### config.mk
export PLATFORM = sky130hd
export DESIGN_NAME = complex_alu_sched
export DESIGN_NICKNAME = d
export VERILOG_FILES = /design/src/rtl/cx_alu_pkg.sv /design/src/rtl/cx_slot_pipe.sv /design/src/rtl/complex_alu_sched.sv
export SDC_FILE = /design/constraint.sdc
export NUM_CORES = 1
export LEC_CHECK = 0
export CAP_MARGIN = 20
export CORE_MARGIN = 5
export CORE_UTILIZATION = 41
export DETAILED_ROUTE_END_ITERATION = 8
export PLACE_DENSITY = 0.76
export SLEW_MARGIN = 20
export SYNTH_ARGS = -nofsm -noshare
export SYNTH_HDL_FRONTEND = slang
export SYNTH_SLANG_ARGS = --single-unit
### constraint.sdc
create_clock -name clock -period 1.7 [get_ports clock]
set_input_delay 0.34 -clock clock [delete_from_list [all_inputs] [get_ports clock]]
set_output_delay 0.34 -clock clock [all_outputs]
set_load 0.005 [all_outputs]
### src/rtl/cx_alu_pkg.sv
// Shared op codes, latency defaults and helpers for the complex ALU issue scheduler.
package cx_alu_pkg;

   localparam int unsigned DATA_W      = 32;
   localparam int unsigned OP_W        = 3;
   localparam int unsigned DEF_MUL_LAT = 3;
   localparam int unsigned DEF_DIV_LAT = 6;
   localparam int unsigned DEF_SHF_LAT = 1;
   localparam int unsigned DEF_MAX_LAT = 8;
   localparam int unsigned DEF_TAG_W   = 5;

   localparam logic [OP_W-1:0] OP_NONE = 3'd0;
   localparam logic [OP_W-1:0] OP_MUL  = 3'd1;
   localparam logic [OP_W-1:0] OP_DIV  = 3'd2;
   localparam logic [OP_W-1:0] OP_MOD  = 3'd3;
   localparam logic [OP_W-1:0] OP_SHL  = 3'd4;
   localparam logic [OP_W-1:0] OP_SHR  = 3'd5;

   // Per-slot bookkeeping; illegal ops are stored with op = OP_NONE and err = 1.
   typedef struct packed {
      logic            valid;
      logic            err;
      logic [OP_W-1:0] op;
   } slot_meta_t;

   function automatic int unsigned lat_of(input logic [OP_W-1:0] op,
                                          input int unsigned     mul_lat,
                                          input int unsigned     div_lat,
                                          input int unsigned     shf_lat);
      int unsigned lat;
      case (op)
         OP_MUL:         lat = mul_lat;
         OP_DIV, OP_MOD: lat = div_lat;
         OP_SHL, OP_SHR: lat = shf_lat;
         default:        lat = 32'd1;
      endcase
      return lat;
   endfunction

   function automatic logic is_legal(input logic [OP_W-1:0] op);
      return (op >= OP_MUL) && (op <= OP_SHR);
   endfunction

endpackage

### src/rtl/cx_slot_pipe.sv
// Writeback-slot reservation pipeline: entry i completes i cycles from now.
module cx_slot_pipe
   import cx_alu_pkg::*;
#(
   parameter int unsigned MAX_LAT = DEF_MAX_LAT,
   parameter int unsigned TAG_W   = DEF_TAG_W,
   parameter int unsigned IDX_W   = $clog2(DEF_MAX_LAT + 1)
) (
   input  logic             clock,
   input  logic             resetn,
   input  logic             flush_i,
   input  logic             wr_en_i,
   input  logic [IDX_W-1:0] wr_idx_i,
   input  slot_meta_t       wr_meta_i,
   input  logic [TAG_W-1:0] wr_tag_i,
   output logic [MAX_LAT:1] resv_sh_o,
   output logic [MAX_LAT:1] resv_nxt_o,
   output logic             head_valid_o,
   output logic             head_err_o,
   output logic [TAG_W-1:0] head_tag_o,
   output logic [OP_W-1:0]  nxt_op_o
);

   slot_meta_t       meta_q  [MAX_LAT:1];
   slot_meta_t       meta_sh [MAX_LAT:1];
   slot_meta_t       meta_d  [MAX_LAT:1];
   logic [TAG_W-1:0] tag_q   [MAX_LAT:1];
   logic [TAG_W-1:0] tag_d   [MAX_LAT:1];

   // Shift toward slot 1, then either wipe everything or insert the new issue.
   always_comb begin
      for (int i = 1; i < MAX_LAT; i++) begin
         meta_sh[i] = meta_q[i+1];
         tag_d[i]   = tag_q[i+1];
      end
      meta_sh[MAX_LAT] = '0;
      tag_d[MAX_LAT]   = '0;
      meta_d = meta_sh;
      if (flush_i) begin
         for (int i = 1; i <= MAX_LAT; i++) begin
            meta_d[i] = '0;
            tag_d[i]  = '0;
         end
      end else if (wr_en_i) begin
         meta_d[wr_idx_i] = wr_meta_i;
         tag_d[wr_idx_i]  = wr_tag_i;
      end
      for (int i = 1; i <= MAX_LAT; i++) begin
         resv_sh_o[i]  = meta_sh[i].valid;
         resv_nxt_o[i] = meta_d[i].valid;
      end
   end

   always_ff @(posedge clock or negedge resetn) begin
      if (!resetn) begin
         for (int i = 1; i <= MAX_LAT; i++) begin
            meta_q[i] <= '0;
            tag_q[i]  <= '0;
         end
      end else begin
         meta_q <= meta_d;
         tag_q  <= tag_d;
      end
   end

   assign head_valid_o = meta_q[1].valid;
   assign head_err_o   = meta_q[1].err;
   assign head_tag_o   = tag_q[1];
   assign nxt_op_o     = meta_d[1].op;

endmodule

### src/rtl/complex_alu_sched.sv
// Issue scheduler for the multi-cycle ALU: drives operands, times the result
// select and refuses issues whose completion cycle is already reserved.
module complex_alu_sched
   import cx_alu_pkg::*;
#(
   parameter int unsigned MUL_LAT = DEF_MUL_LAT,
   parameter int unsigned DIV_LAT = DEF_DIV_LAT,
   parameter int unsigned SHF_LAT = DEF_SHF_LAT,
   parameter int unsigned MAX_LAT = DEF_MAX_LAT,
   parameter int unsigned TAG_W   = DEF_TAG_W
) (
   input  logic              clock,
   input  logic              resetn,
   input  logic              flush,
   input  logic              issue_valid,
   output logic              issue_ready,
   input  logic [OP_W-1:0]   issue_op,
   input  logic [DATA_W-1:0] issue_srcA,
   input  logic [DATA_W-1:0] issue_srcB,
   input  logic [TAG_W-1:0]  issue_tag,
   output logic [OP_W-1:0]   alu_op,
   output logic [DATA_W-1:0] alu_srcA,
   output logic [DATA_W-1:0] alu_srcB,
   output logic [OP_W-1:0]   alu_select,
   input  logic [DATA_W-1:0] alu_result,
   output logic              wb_valid,
   output logic [TAG_W-1:0]  wb_tag,
   output logic [DATA_W-1:0] wb_data,
   output logic              wb_err,
   output logic              busy
);

   localparam int unsigned IDX_W = $clog2(MAX_LAT + 1);

   if (MUL_LAT < 1 || MUL_LAT > MAX_LAT || DIV_LAT < 1 || DIV_LAT > MAX_LAT ||
       SHF_LAT < 1 || SHF_LAT > MAX_LAT) begin : g_bad_lat
      $error("complex_alu_sched: every unit latency must lie in 1..MAX_LAT");
   end

   logic [MAX_LAT:1] resv_sh;
   logic [MAX_LAT:1] resv_nxt;
   logic             head_valid;
   logic             head_err;
   logic [TAG_W-1:0] head_tag;
   logic [OP_W-1:0]  nxt_op;
   logic [IDX_W-1:0] lat_idx;
   logic             legal;
   logic             fire;
   slot_meta_t       wr_meta;

   logic              ready_en_q;
   logic [OP_W-1:0]   alu_op_q, alu_op_d;
   logic [DATA_W-1:0] alu_srca_q, alu_srca_d;
   logic [DATA_W-1:0] alu_srcb_q, alu_srcb_d;
   logic [OP_W-1:0]   alu_select_q, alu_select_d;
   logic              wb_valid_q, wb_valid_d;
   logic [TAG_W-1:0]  wb_tag_q, wb_tag_d;
   logic [DATA_W-1:0] wb_data_q, wb_data_d;
   logic              wb_err_q, wb_err_d;
   logic              busy_q, busy_d;

   // Acceptance looks at the post-shift reservation bit for this op's latency.
   always_comb begin
      lat_idx       = IDX_W'(lat_of(issue_op, MUL_LAT, DIV_LAT, SHF_LAT));
      legal         = is_legal(issue_op);
      issue_ready   = ready_en_q & ~flush & ~resv_sh[lat_idx];
      fire          = issue_valid & issue_ready;
      wr_meta       = '0;
      wr_meta.valid = 1'b1;
      wr_meta.err   = ~legal;
      wr_meta.op    = legal ? issue_op : OP_NONE;
   end

   cx_slot_pipe #(
      .MAX_LAT (MAX_LAT),
      .TAG_W   (TAG_W),
      .IDX_W   (IDX_W)
   ) u_slot_pipe (
      .clock        (clock),
      .resetn       (resetn),
      .flush_i      (flush),
      .wr_en_i      (fire),
      .wr_idx_i     (lat_idx),
      .wr_meta_i    (wr_meta),
      .wr_tag_i     (issue_tag),
      .resv_sh_o    (resv_sh),
      .resv_nxt_o   (resv_nxt),
      .head_valid_o (head_valid),
      .head_err_o   (head_err),
      .head_tag_o   (head_tag),
      .nxt_op_o     (nxt_op)
   );

   always_comb begin
      alu_op_d   = OP_NONE;
      alu_srca_d = '0;
      alu_srcb_d = '0;
      if (fire && legal) begin
         alu_op_d   = issue_op;
         alu_srca_d = issue_srcA;
         alu_srcb_d = issue_srcB;
      end
      // Select is loaded one cycle early so it lines up with slot 1.
      alu_select_d = nxt_op;
      wb_valid_d   = head_valid & ~flush;
      wb_err_d     = wb_valid_d & head_err;
      wb_tag_d     = wb_valid_d ? head_tag : '0;
      wb_data_d    = (wb_valid_d && !head_err) ? alu_result : '0;
      busy_d       = (|resv_nxt) | wb_valid_d;
   end

   always_ff @(posedge clock or negedge resetn) begin
      if (!resetn) begin
         ready_en_q   <= 1'b0;
         alu_op_q     <= OP_NONE;
         alu_srca_q   <= '0;
         alu_srcb_q   <= '0;
         alu_select_q <= OP_NONE;
         wb_valid_q   <= 1'b0;
         wb_tag_q     <= '0;
         wb_data_q    <= '0;
         wb_err_q     <= 1'b0;
         busy_q       <= 1'b0;
      end else begin
         ready_en_q   <= 1'b1;
         alu_op_q     <= alu_op_d;
         alu_srca_q   <= alu_srca_d;
         alu_srcb_q   <= alu_srcb_d;
         alu_select_q <= alu_select_d;
         wb_valid_q   <= wb_valid_d;
         wb_tag_q     <= wb_tag_d;
         wb_data_q    <= wb_data_d;
         wb_err_q     <= wb_err_d;
         busy_q       <= busy_d;
      end
   end

   assign alu_op     = alu_op_q;
   assign alu_srcA   = alu_srca_q;
   assign alu_srcB   = alu_srcb_q;
   assign alu_select = alu_select_q;
   assign wb_valid   = wb_valid_q;
   assign wb_tag     = wb_tag_q;
   assign wb_data    = wb_data_q;
   assign wb_err     = wb_err_q;
   assign busy       = busy_q;

endmodule

---- After elaboration in Yosys (flattened, before gate mapping) ----
Cells that the tools add are included.
Widths: inputs -> output; s select.
cells by class
  order comparisons ....................... 4
  shift operators ......................... 0
  bitwise gates (word level) .............. 9
  reduce and logical (&&, ||, !) cells .... 7
  multiplexer cells ....................... 17
  equality and inequality tests ........... 3
  add/subtract/negate cells ............... 0
  div/mod/pow operators ................... 0
  multipliers ............................. 0
operators by type and width
  kind                number
  $mux 40             4
  $mux 32             3
  $bwmux 40           2
  $demux 5 s4         1
  $mux 5              2
  $reduce_or 8->1     1
  $eq 3x2->1 const B  2
  $ge 3x1->1 const B  2
  $mux 3              2
  $pmux 3 s2          1
  $and 1x1->1         5
  $lt 3x5->1 const B  1
  $bmux 1 s4          1
  $logic_and 1x1->1   4
  $eq 3x1->1 const B  1
  $le 3x3->1 const B  1
  $not 1->1           3
  $reduce_or 2->1     1
  $logic_not 1->1     1
  $mux 1              1
  $or 1x1->1          1
storage, ports and cells
  memories kept ........................... 0
  memory bits (read-only) ................. 0
  word-level logic and storage cells ...... 81
  output and inout port bits .............. 111
  register bits after elaboration ......... 188
  input bits .............................. 108
  bits in writable memories ............... 0
  latch bits .............................. 0

---- Depth between registers and ports, before layout ----
Gate-level depths: netlist (run 1).
  depth after elaboration ................. 12
  gate-level depth with buffers ........... 7
  mapped depth without buffers ............ 5

---- By module ----
A second synthesis (run 1) with hierarchy kept.
unflattened totals
  cells, all modules ...................... 623
  area total of the unflattened synthesis .. 7583.5 um^2
by module, submodules not included
  module             times used  area an instance (um^2)  cells each  sequential area each (um^2)
  complex_alu_sched  1           4040.1                   333         2777.7
  cx_slot_pipe       1           3543.4                   290         1926.8

---- Least setup slack after synthesis (run 1) ----
OpenSTA, ideal clock, no wires.
  path type ............................... in2reg
  start point ............................. input port issue_op[0]
  end point ............................... register alu_op_q[0] (netlist: alu_op[0])
  stages .................................. 7
  setup time .............................. 0.073 ns
  arrival time ............................ 1.681 ns
  setup slack ............................. -0.055 ns
  buffers on the path ..................... 3
  required time ........................... 1.627 ns
  path through ............................ buf_4 -> nor2_1 -> a22o_1 -> or4_4 -> buf_6 -> buf_6 -> a21oi_2
between the ends
  longest elaborated chain between the ends .. 10
  elaborated cells on any way between the ends .. 15
  classes of those cells .................. 2 x order compare; 3 x eq/ne; 4 x mux; 3 x bitwise; 3 x reduce/logical
ends and longest elaborated chain
  element                       line                      RTL
  start: declaration            complex_alu_sched.sv:17   input logic [OP_W-1:0] issue_op,
  $eq 3x2->1                    cx_alu_pkg.sv:31          case (op)
  $reduce_or 2->1               cx_alu_pkg.sv:31
  $pmux 3 s2                    cx_alu_pkg.sv:31
  $bmux 1 s4                    complex_alu_sched.sv:66   issue_ready = ready_en_q & ~flush & ~resv_sh[lat_idx];
  $mux 1 (implied by the code)  complex_alu_sched.sv:66
  $not 1->1                     complex_alu_sched.sv:66
  $and 1x1->1                   complex_alu_sched.sv:66
  $and 1x1->1                   complex_alu_sched.sv:67   fire = issue_valid & issue_ready;
  $logic_and 1x1->1             complex_alu_sched.sv:98   if (fire && legal) begin
  $mux 3 *                      complex_alu_sched.sv:98
  net alu_op_d[0]               complex_alu_sched.sv:52   logic [OP_W-1:0] alu_op_q, alu_op_d;
  end signal: assignment        complex_alu_sched.sv:126  alu_op_q <= alu_op_d;
  end: declaration              complex_alu_sched.sv:52
Mark *: on every way through the listed nets, which the timed path passes. The rest lies on a longest branch. The select of a mux whose other input is x is not followed.

---- Worst setup path after layout (run 1) ----
  start point ............................. register u_slot_pipe.meta_q (netlist bit u_slot_pipe.resv_sh_o[1])
  end point ............................... register alu_srca_q[23] (netlist: alu_srcA[23])
between the ends
  longest elaborated chain between the ends .. 7
ends and longest elaborated chain
  element                       line                      RTL
  start: declaration            cx_slot_pipe.sv:24        slot_meta_t meta_q [MAX_LAT:1];
  start signal: assignment      cx_slot_pipe.sv:61        meta_q <= meta_d;
  $bmux 1 s4                    complex_alu_sched.sv:66
  $mux 1 (implied by the code)  complex_alu_sched.sv:66
  $not 1->1                     complex_alu_sched.sv:66
  $and 1x1->1                   complex_alu_sched.sv:66
  $and 1x1->1                   complex_alu_sched.sv:67
  $logic_and 1x1->1             complex_alu_sched.sv:98
  $mux 32                       complex_alu_sched.sv:98
  net alu_srca_d[23]            complex_alu_sched.sv:53   logic [DATA_W-1:0] alu_srca_q, alu_srca_d;
  end signal: assignment        complex_alu_sched.sv:127  alu_srca_q <= alu_srca_d;
  end: declaration              complex_alu_sched.sv:53
The timed path passes the listed nets, and every way through them passes these cells. The select of a mux whose other input is x is not followed.

==> results.md, run 1 <==
* Fill cells at 1163
* Failing checks: setup timing
* Seq/Total Area, Yosys at approximately 70%
* WP buf/inv at 2
* Synthesis Warnings at 0
* Vias at 4883
* Post-synthesis register bit count at 178
* Post-synthesis instance total at 521
* Min Tclk post-route at 1.89 ns
* Post-Synth XOR/XNOR Area at 0%
* First-pass iteration count of the detailed router at 4
* Worst path slowest cell: or4_4
* Global-route wire length before repair at 26.9 mm
* Leakage power at between 4 and 5 nW
* FFs w/ async S/R, synth at 100%
* Clock Power Share at 41.0%
* Fmax at ~0.53 GHz
* Synthesized area per cell at approximately 12 µm²
* Hold WS at 0.420 ns
* TNS Setup at -8.42 ns
* Die ar. at roughly 18000 µm²
* Post-Place Worst Slack at -0.661 ns
* Switch share at 24.3%
* Setup violations, final at 67
* Post-synthesis mux area share at 0.155%
* Unrepaired setup endpoints after global routing: yes
* Clock Sink Count at 178
* Power share of the combinational group at about a tenth
* Final ANT Viol Nets at 0
* Starting Density at 41.3%
* WP data required at 2.04 ns
* Vias per inst at between 4 and 5
* Vias in the first global route at slightly below 5000
* Pin count of the biggest net entering global routing at between 60 and 70
* Number of flops mapped to enable cells by yosys at 0
* Rows at 46
* CP Max Fanout at 8
* Clock Latency Late Sink at between 0.4 and 0.5 ns
* Crit path kind: register to register
* Arrival time worst endpoint at 2.23 ns
* Initial antenna violation count at 0
* R2r setup slk at -0.19 ns
* Maximum Capacitance Violations at 0
* Worst-case reg-to-reg path depth at 5
* Synthesized area at 6460 µm²
* Io pins at around 220
* Cts bufs inserted at 17
* Synth-to-Final Area Change at 58.5%
* Synth Area in Simple Gates at between 10 and 15%
* Final WS setup at -0.190 ns
* Fin. Hold Viols at 0
* Crit end category: register
* Most frequent cells in the layout: clkdlybuf4s50_1 (211), dfrtp_1 (177), nand2_1 (77), a21oi_2 (55), and2_1 (38)
* Peak VDD IR at 0.000633 V
* Reg clk slew, reported paths at about 0.070 ns
* Root buffer cell: clkbuf_16
* Largest family of logic cells by synthesized area: simple AND/OR/NAND/NOR gates
* Critical register-to-register path endpoint: alu_srcA[23]
* # DRC at 0
* Placer Congestion at 0.859
* DP Cell Count at about 970
* Worst path max stage delay at ~0.64 ns
* Number of port buffers at 218
* P_int at 0.00678 W
* CTS tree: yes
* Most common cell after layout, fill and taps aside: clkdlybuf4s50_1
* Fin nets at 896
* Clock H-tree levels at 4
* DP Wirelength at 12.0 mm
* Max Slew Vio Count at 0
* Iteration-0 DRC Markers at ~280
* Adder-Cell Fraction of Synth Area at 0%
* Die width at 136 µm
* Crit-path cells: buf_6, a22o_4, or4_4, clkbuf_16, a21oi_2
* DRT Wirelength at between 15 and 20 mm
* Inserted Diodes at 0
* Synth unique cells at 39
* Compound-cell area share of the yosys netlist at 13.2%
* Status: finished with violations
* Flop pwr share at 48.5%
* CP delay by family, top: simple AND/OR/NAND/NOR gates
* Final Util at 65.4%
* Startpoint Class: register
* Finished Layout Cells at 1017
* Total grt overflow at 0
* Wirelength per Cell at 17.8 µm
* Power Density at 874 nW/µm²
* Core area at 15700 µm²
* Tcrit/Tclk final at 111%
* Clock skew at approximately 0.008 ns
* Worst r2r src: u_slot_pipe.resv_sh_o[1]
* Worst min-delay path class: input pin to asynchronous set/reset pin
* Switching power at ~0.0022 W
* GRT Overall Usage at 18.9%
* CTS Buffer Depth at 2
* Die height at roughly 140 µm
* Post-synth top flop: dfrtp_1
* Fraction of layout cells with a size suffix above 1 at 22.3%
[synthesized netlist by cell type (all sizes together), types with 2 or more instances]
cell type	number	area, µm²
conb	2	7.51
a211oi	2	15.0
nor2b	34	213
o31ai	11	82.6
nand2b	4	25.0
clkbuf	24	90.1
buf	15	110
o211ai	10	75.1
inv	6	22.5
nor2	5	18.8
a21oi	85	613
o21ai	5	25.0
dfrtp	178	4450
and2	38	238
nand2	78	293
and3	7	43.8
[power by group through the flow]
stage | logic (W) | registers, W | clock network (W)
2_1_floorplan | 0.000261 | 0.00443 | 0
3_3_place_gp | 0.000771 | 0.00442 | 0
3_5_place_dp | 0.000789 | 0.00443 | 0
4_1_cts | 0.000867 | 0.00435 | 0.00379
5_1_grt | 0.00100 | 0.00435 | 0.00395
6_report | 0.000933 | 0.00435 | 0.00368
[worst max-delay path by stage]
| stage | from | endpoint | slack, ns | cells after the start |
|---|---|---|---|---|
| 2_1_floorplan | issue_op[2] | u_slot_pipe.meta_q[25] | 0.03 | 7 |
| 3_3_place_gp | issue_op[2] | issue_ready | -0.68 | 6 |
| 3_5_place_dp | issue_op[2] | issue_ready | -0.66 | 6 |
| 4_1_cts | u_slot_pipe.resv_sh_o[3] | alu_srcA[29] | -0.16 | 6 |
| 5_1_grt | u_slot_pipe.resv_sh_o[1] | alu_srcA[23] | -0.24 | 5 |
| 6_report | u_slot_pipe.resv_sh_o[1] | alu_srcA[23] | -0.19 | 5 |
[worst reg2reg max path, delay by kind of cell, from the launching register on]
family	cells	cell delay, ns
compound gates	2	0.40
buf+inv	2	0.37
flops	1	0.40
simple gates	1	0.64
[kinds of logic (layout without fill, tap and decap cells)]
group,count (synthesis),in the layout
mux,1,1
flops,178,178
other cells,2,11
buf+inv,45,315
simple gates,177,178
compound gates,118,118
[sequential cells by signal, indices dropped and copies added (netlist names)]
signal,flops
u_slot_pipe.head_tag_o,5
alu_op,3
ready_en_q,1
alu_srcA,32
u_slot_pipe.meta_q,24
u_slot_pipe.resv_sh_o,6
u_slot_pipe.tag_q,30
wb_valid,1
u_slot_pipe.head_valid_o,1
wb_tag,5
u_slot_pipe.head_err_o,1
busy,1
alu_srcB,32
wb_data,32
wb_err,1
alu_select,3
[metal layers]
layer  vias to the layer above  routed length [µm]  global-route usage (%)
met5                         -                   0                       0
met4                         0                 477                    7.78
met3                        40                1290                    5.83
met2                       191                9360                    31.5
met1                      2414                7020                    22.9
li1                       2238                   -                       -
[through the flow]
stage / total power, W / instance area [µm²]
global placement: 0.00519 / 9200
CTS: 0.00900 / 9980
detailed placement: 0.00522 / 9200
finish: 0.00896 / 10200
global route: 0.00931 / 10200
floorplan: 0.00469 / 6530
[area by class of cell]
type	instances	area, µm²	area share, %
Sequential cell	178	4460	43.5
Timing Repair Buffer	277	2890	28.2
Multi-Input combinational cell	308	2040	19.9
Clock buffer	18	439	4.29
Tap cell	216	270	2.64
Clock inverter	14	121	1.18
Inverter	6	22.5	0.220
[what timing repair did]
| action | in CTS | in global routing |
|---|---|---|
| pin swaps | 1 | 31 |
| gates cloned | 4 | 8 |
| hold buffers | 1 | 0 |
| resized for setup | 29 | 31 |
| setup buffers | 3 | 3 |
| hold endpoints to repair | 43 | 0 |
| endpoints found under the setup margin | 82 | 78 |
Note: power is estimated with default switching activity, not from simulation.
==> run 2: changes to the inputs <==
CORE_UTILIZATION = 55   (was 41)
DONT_BUFFER_PORTS = 1   (was unset)
PLACE_DENSITY = 0.73   (was 0.76)
==> results.md, run 2 (synthesis results as in run 1) <==
* Setup violations, final at 66 (was 67)
* Vias per inst at 5.60 (was 4.80)
* Worst path slowest cell: or4_4 (unchanged)
* Rows at 39 (was 46)
* Status: finished with violations (unchanged)
* CP Max Fanout at 21 (was 8)
* Most common cell after layout, fill and taps aside: dfrtp_1 (was clkdlybuf4s50_1)
* Crit-path cells: buf_6, a22o_1, or4_4, buf_12, a21oi_2 (was buf_6, a22o_4, or4_4, clkbuf_16, a21oi_2)
* Register area at 4450 µm² (was 4460 µm²)
* Io pins at 219 (unchanged)
* Clock H-tree levels at 4 (unchanged)
* Arrival time worst endpoint at 2.15 ns (was 2.23 ns)
* Area occupied by multi-input gates at 1980 µm² (was 2040 µm²)
* Root buffer cell: clkbuf_16 (unchanged)
* Core area at 11500 µm² (was 15700 µm²)
* Pin count of the biggest net entering global routing at 179 (was 64)
* CTS Hold Bufs at 1 (unchanged)
* Final ANT Viol Nets at 0 (unchanged)
* Inserted Diodes at 0 (unchanged)
* Fmax at 0.555 GHz (was 0.529 GHz)
* Crit end category: register (unchanged)
* Min Tclk post-route at 1.80 ns (was 1.89 ns)
* Fin nets at 647 (was 896)
* Wirelength per Cell at 21.0 µm (was 17.8 µm)
* DRT Wirelength at 14.6 mm (was 18.2 mm)
* Peak VDD IR at 0.000953 V (was 0.000633 V)
* Worst-margin pin slew at 0.503 ns
* Die width at 118 µm (was 136 µm)
* Worst path max stage delay at 0.56 ns (was 0.64 ns)
* Placed cell area at 6680 µm² (was 9200 µm²)
* Fin. Hold Viols at 178 (was 0)
* Synth-to-Final Area Change at 18.2% (was 58.5%)
* TNS Setup at -3.79 ns (was -8.42 ns)
* Fraction of layout cells with a size suffix above 1 at 25.0% (was 22.3%)
* Tcrit/Tclk final at 106% (was 111%)
* Clock Sink Count at 178 (unchanged)
* Reg clk slew, reported paths at 0.06 ns (was 0.07 ns)
* Hold WS at -0.391 ns (was 0.420 ns)
* Most frequent cells in the layout: dfrtp_1 (178), nand2_1 (77), a21oi_2 (57), and2_1 (38), nor2b_1 (34) (was clkdlybuf4s50_1 (211), dfrtp_1 (177), nand2_1 (77), a21oi_2 (55), and2_1 (38))
* First-pass iteration count of the detailed router at 4 (unchanged)
* CTS Buffer Depth at 2 (unchanged)
* Number of port buffers at 0 (was 218)
* Fill cells at 809 (was 1163)
* DP Cell Count at 652 (was 968)
* Clock Latency Late Sink at 0.43 ns (was 0.42 ns)
* Iteration-0 DRC Markers at 414 (was 277)
* Startpoint Class: register (unchanged)
* Final instance area at 7640 µm² (was 10200 µm²)
* Slew headroom at 66.5%
* Worst min-delay path class: input pin to asynchronous set/reset pin (unchanged)
* Final Util at 66.6% (was 65.4%)
* Leakage power at 3.51 nW (was 4.49 nW)
* Vias in the first global route at 3908 (was 4963)
* Vias at 3891 (was 4883)
* Placer Congestion at 0.873 (was 0.859)
* Maximum Capacitance Violations at 0 (unchanged)
* Crit path kind: register to register (unchanged)
* DP Wirelength at 9.35 mm (was 12.0 mm)
* Unrepaired setup endpoints after global routing: yes (unchanged)
* Finished Layout Cells at 695 (was 1017)
* Die height at 118 µm (was 136 µm)
* Global-route wire length before repair at 21.8 mm (was 26.9 mm)
* WP data required at 2.05 ns (was 2.04 ns)
* CTS tree: yes (unchanged)
* Final WS setup at -0.101 ns (was -0.190 ns)
* Failing checks: hold timing, setup timing (was setup timing)
* Max Slew Vio Count at 0 (unchanged)
* Worst-case reg-to-reg path depth at 5 (unchanged)
* Total grt overflow at 0 (unchanged)
* Starting Density at 56.4% (was 41.3%)
* Initial antenna violation count at 0 (unchanged)
* Power Density at 1160 nW/µm² (was 874 nW/µm²)
* GRT Overall Usage at 20.1% (was 18.9%)
* Die ar. at 14000 µm² (was 18400 µm²)
* Cts bufs inserted at 17 (unchanged)
* Clock skew at 0.0123 ns (was 0.00789 ns)
* # DRC at 0 (unchanged)
## run 2: final timing paths
kind	from	to	slack (ns)
worst min register to register	u_slot_pipe.head_tag_o[4]	wb_tag[4]	0.44
worst max-delay path	u_slot_pipe.resv_sh_o[1]	alu_srcA[1]	-0.10
min in group clock	issue_srcB[1]	alu_srcB[1]	0.02
worst max register to register	u_slot_pipe.resv_sh_o[1]	alu_srcA[1]	-0.10
max in group asynchronous	resetn	wb_data[4]	1.84
worst min-delay path	resetn	alu_srcB[28]	-0.39
## run 2: power by group
| group | internal [W] | switching, W | leakage (nW) |
|---|---|---|---|
| logic | 0.000155 | 0.000232 | 0.772 |
| clock network | 0.00255 | 0.00155 | 0.305 |
| registers | 0.00432 | 0.0000387 | 2.43 |
| total | 0.00703 | 0.00183 | 3.51 |
## run 2: layer usage
metal / part of all wire, % / vias up / global-route usage [%]
met4: 2.4 / 0 / 7.65
met3: 7.2 / 27 / 6.69
li1: - / 1742 / -
met5: 0 / - / 0
met1: 36 / 1967 / 23.5
met2: 54 / 155 / 34.6
## run 2: critical path: cells and delay by family (launching register included)
family          cells  cell delay [ns]
compound gates      2             0.38
buf+inv             2             0.36
flops               1             0.41
simple gates        1             0.56
## run 2: final cells by class
| cell class | count | share of cell area (%) |
|---|---|---|
| sequential | 178 | 58.3 |
| clock buffer | 21 | 6.02 |
| multi-input combinational | 307 | 25.9 |
| tap | 143 | 2.34 |
| clock inverter | 11 | 2.29 |
| timing repair buffer | 29 | 4.85 |
| inverter | 6 | 0.295 |
## run 2: timing repair
item | 4_1_cts | 5_1_grt
resized for setup | 5 | 29
endpoints found under the setup margin | 1 | 52
setup buffers | 3 | 3
endpoints found under the hold margin | 231 | 178
pin swaps | 2 | 43
gates cloned | 0 | 4
## run 2: through the flow
step | total power [W] | hold WS (ns) | worst slack, ns
after floorplan | 0.00469 | 0.0444 | 0.0261
after global placement | 0.00471 | 0.0482 | 0.108
after detailed placement | 0.00472 | 0.0484 | 0.0448
after CTS | 0.00887 | -0.407 | -0.0909
after global routing | 0.00919 | -0.416 | -0.142
final | 0.00885 | -0.391 | -0.101
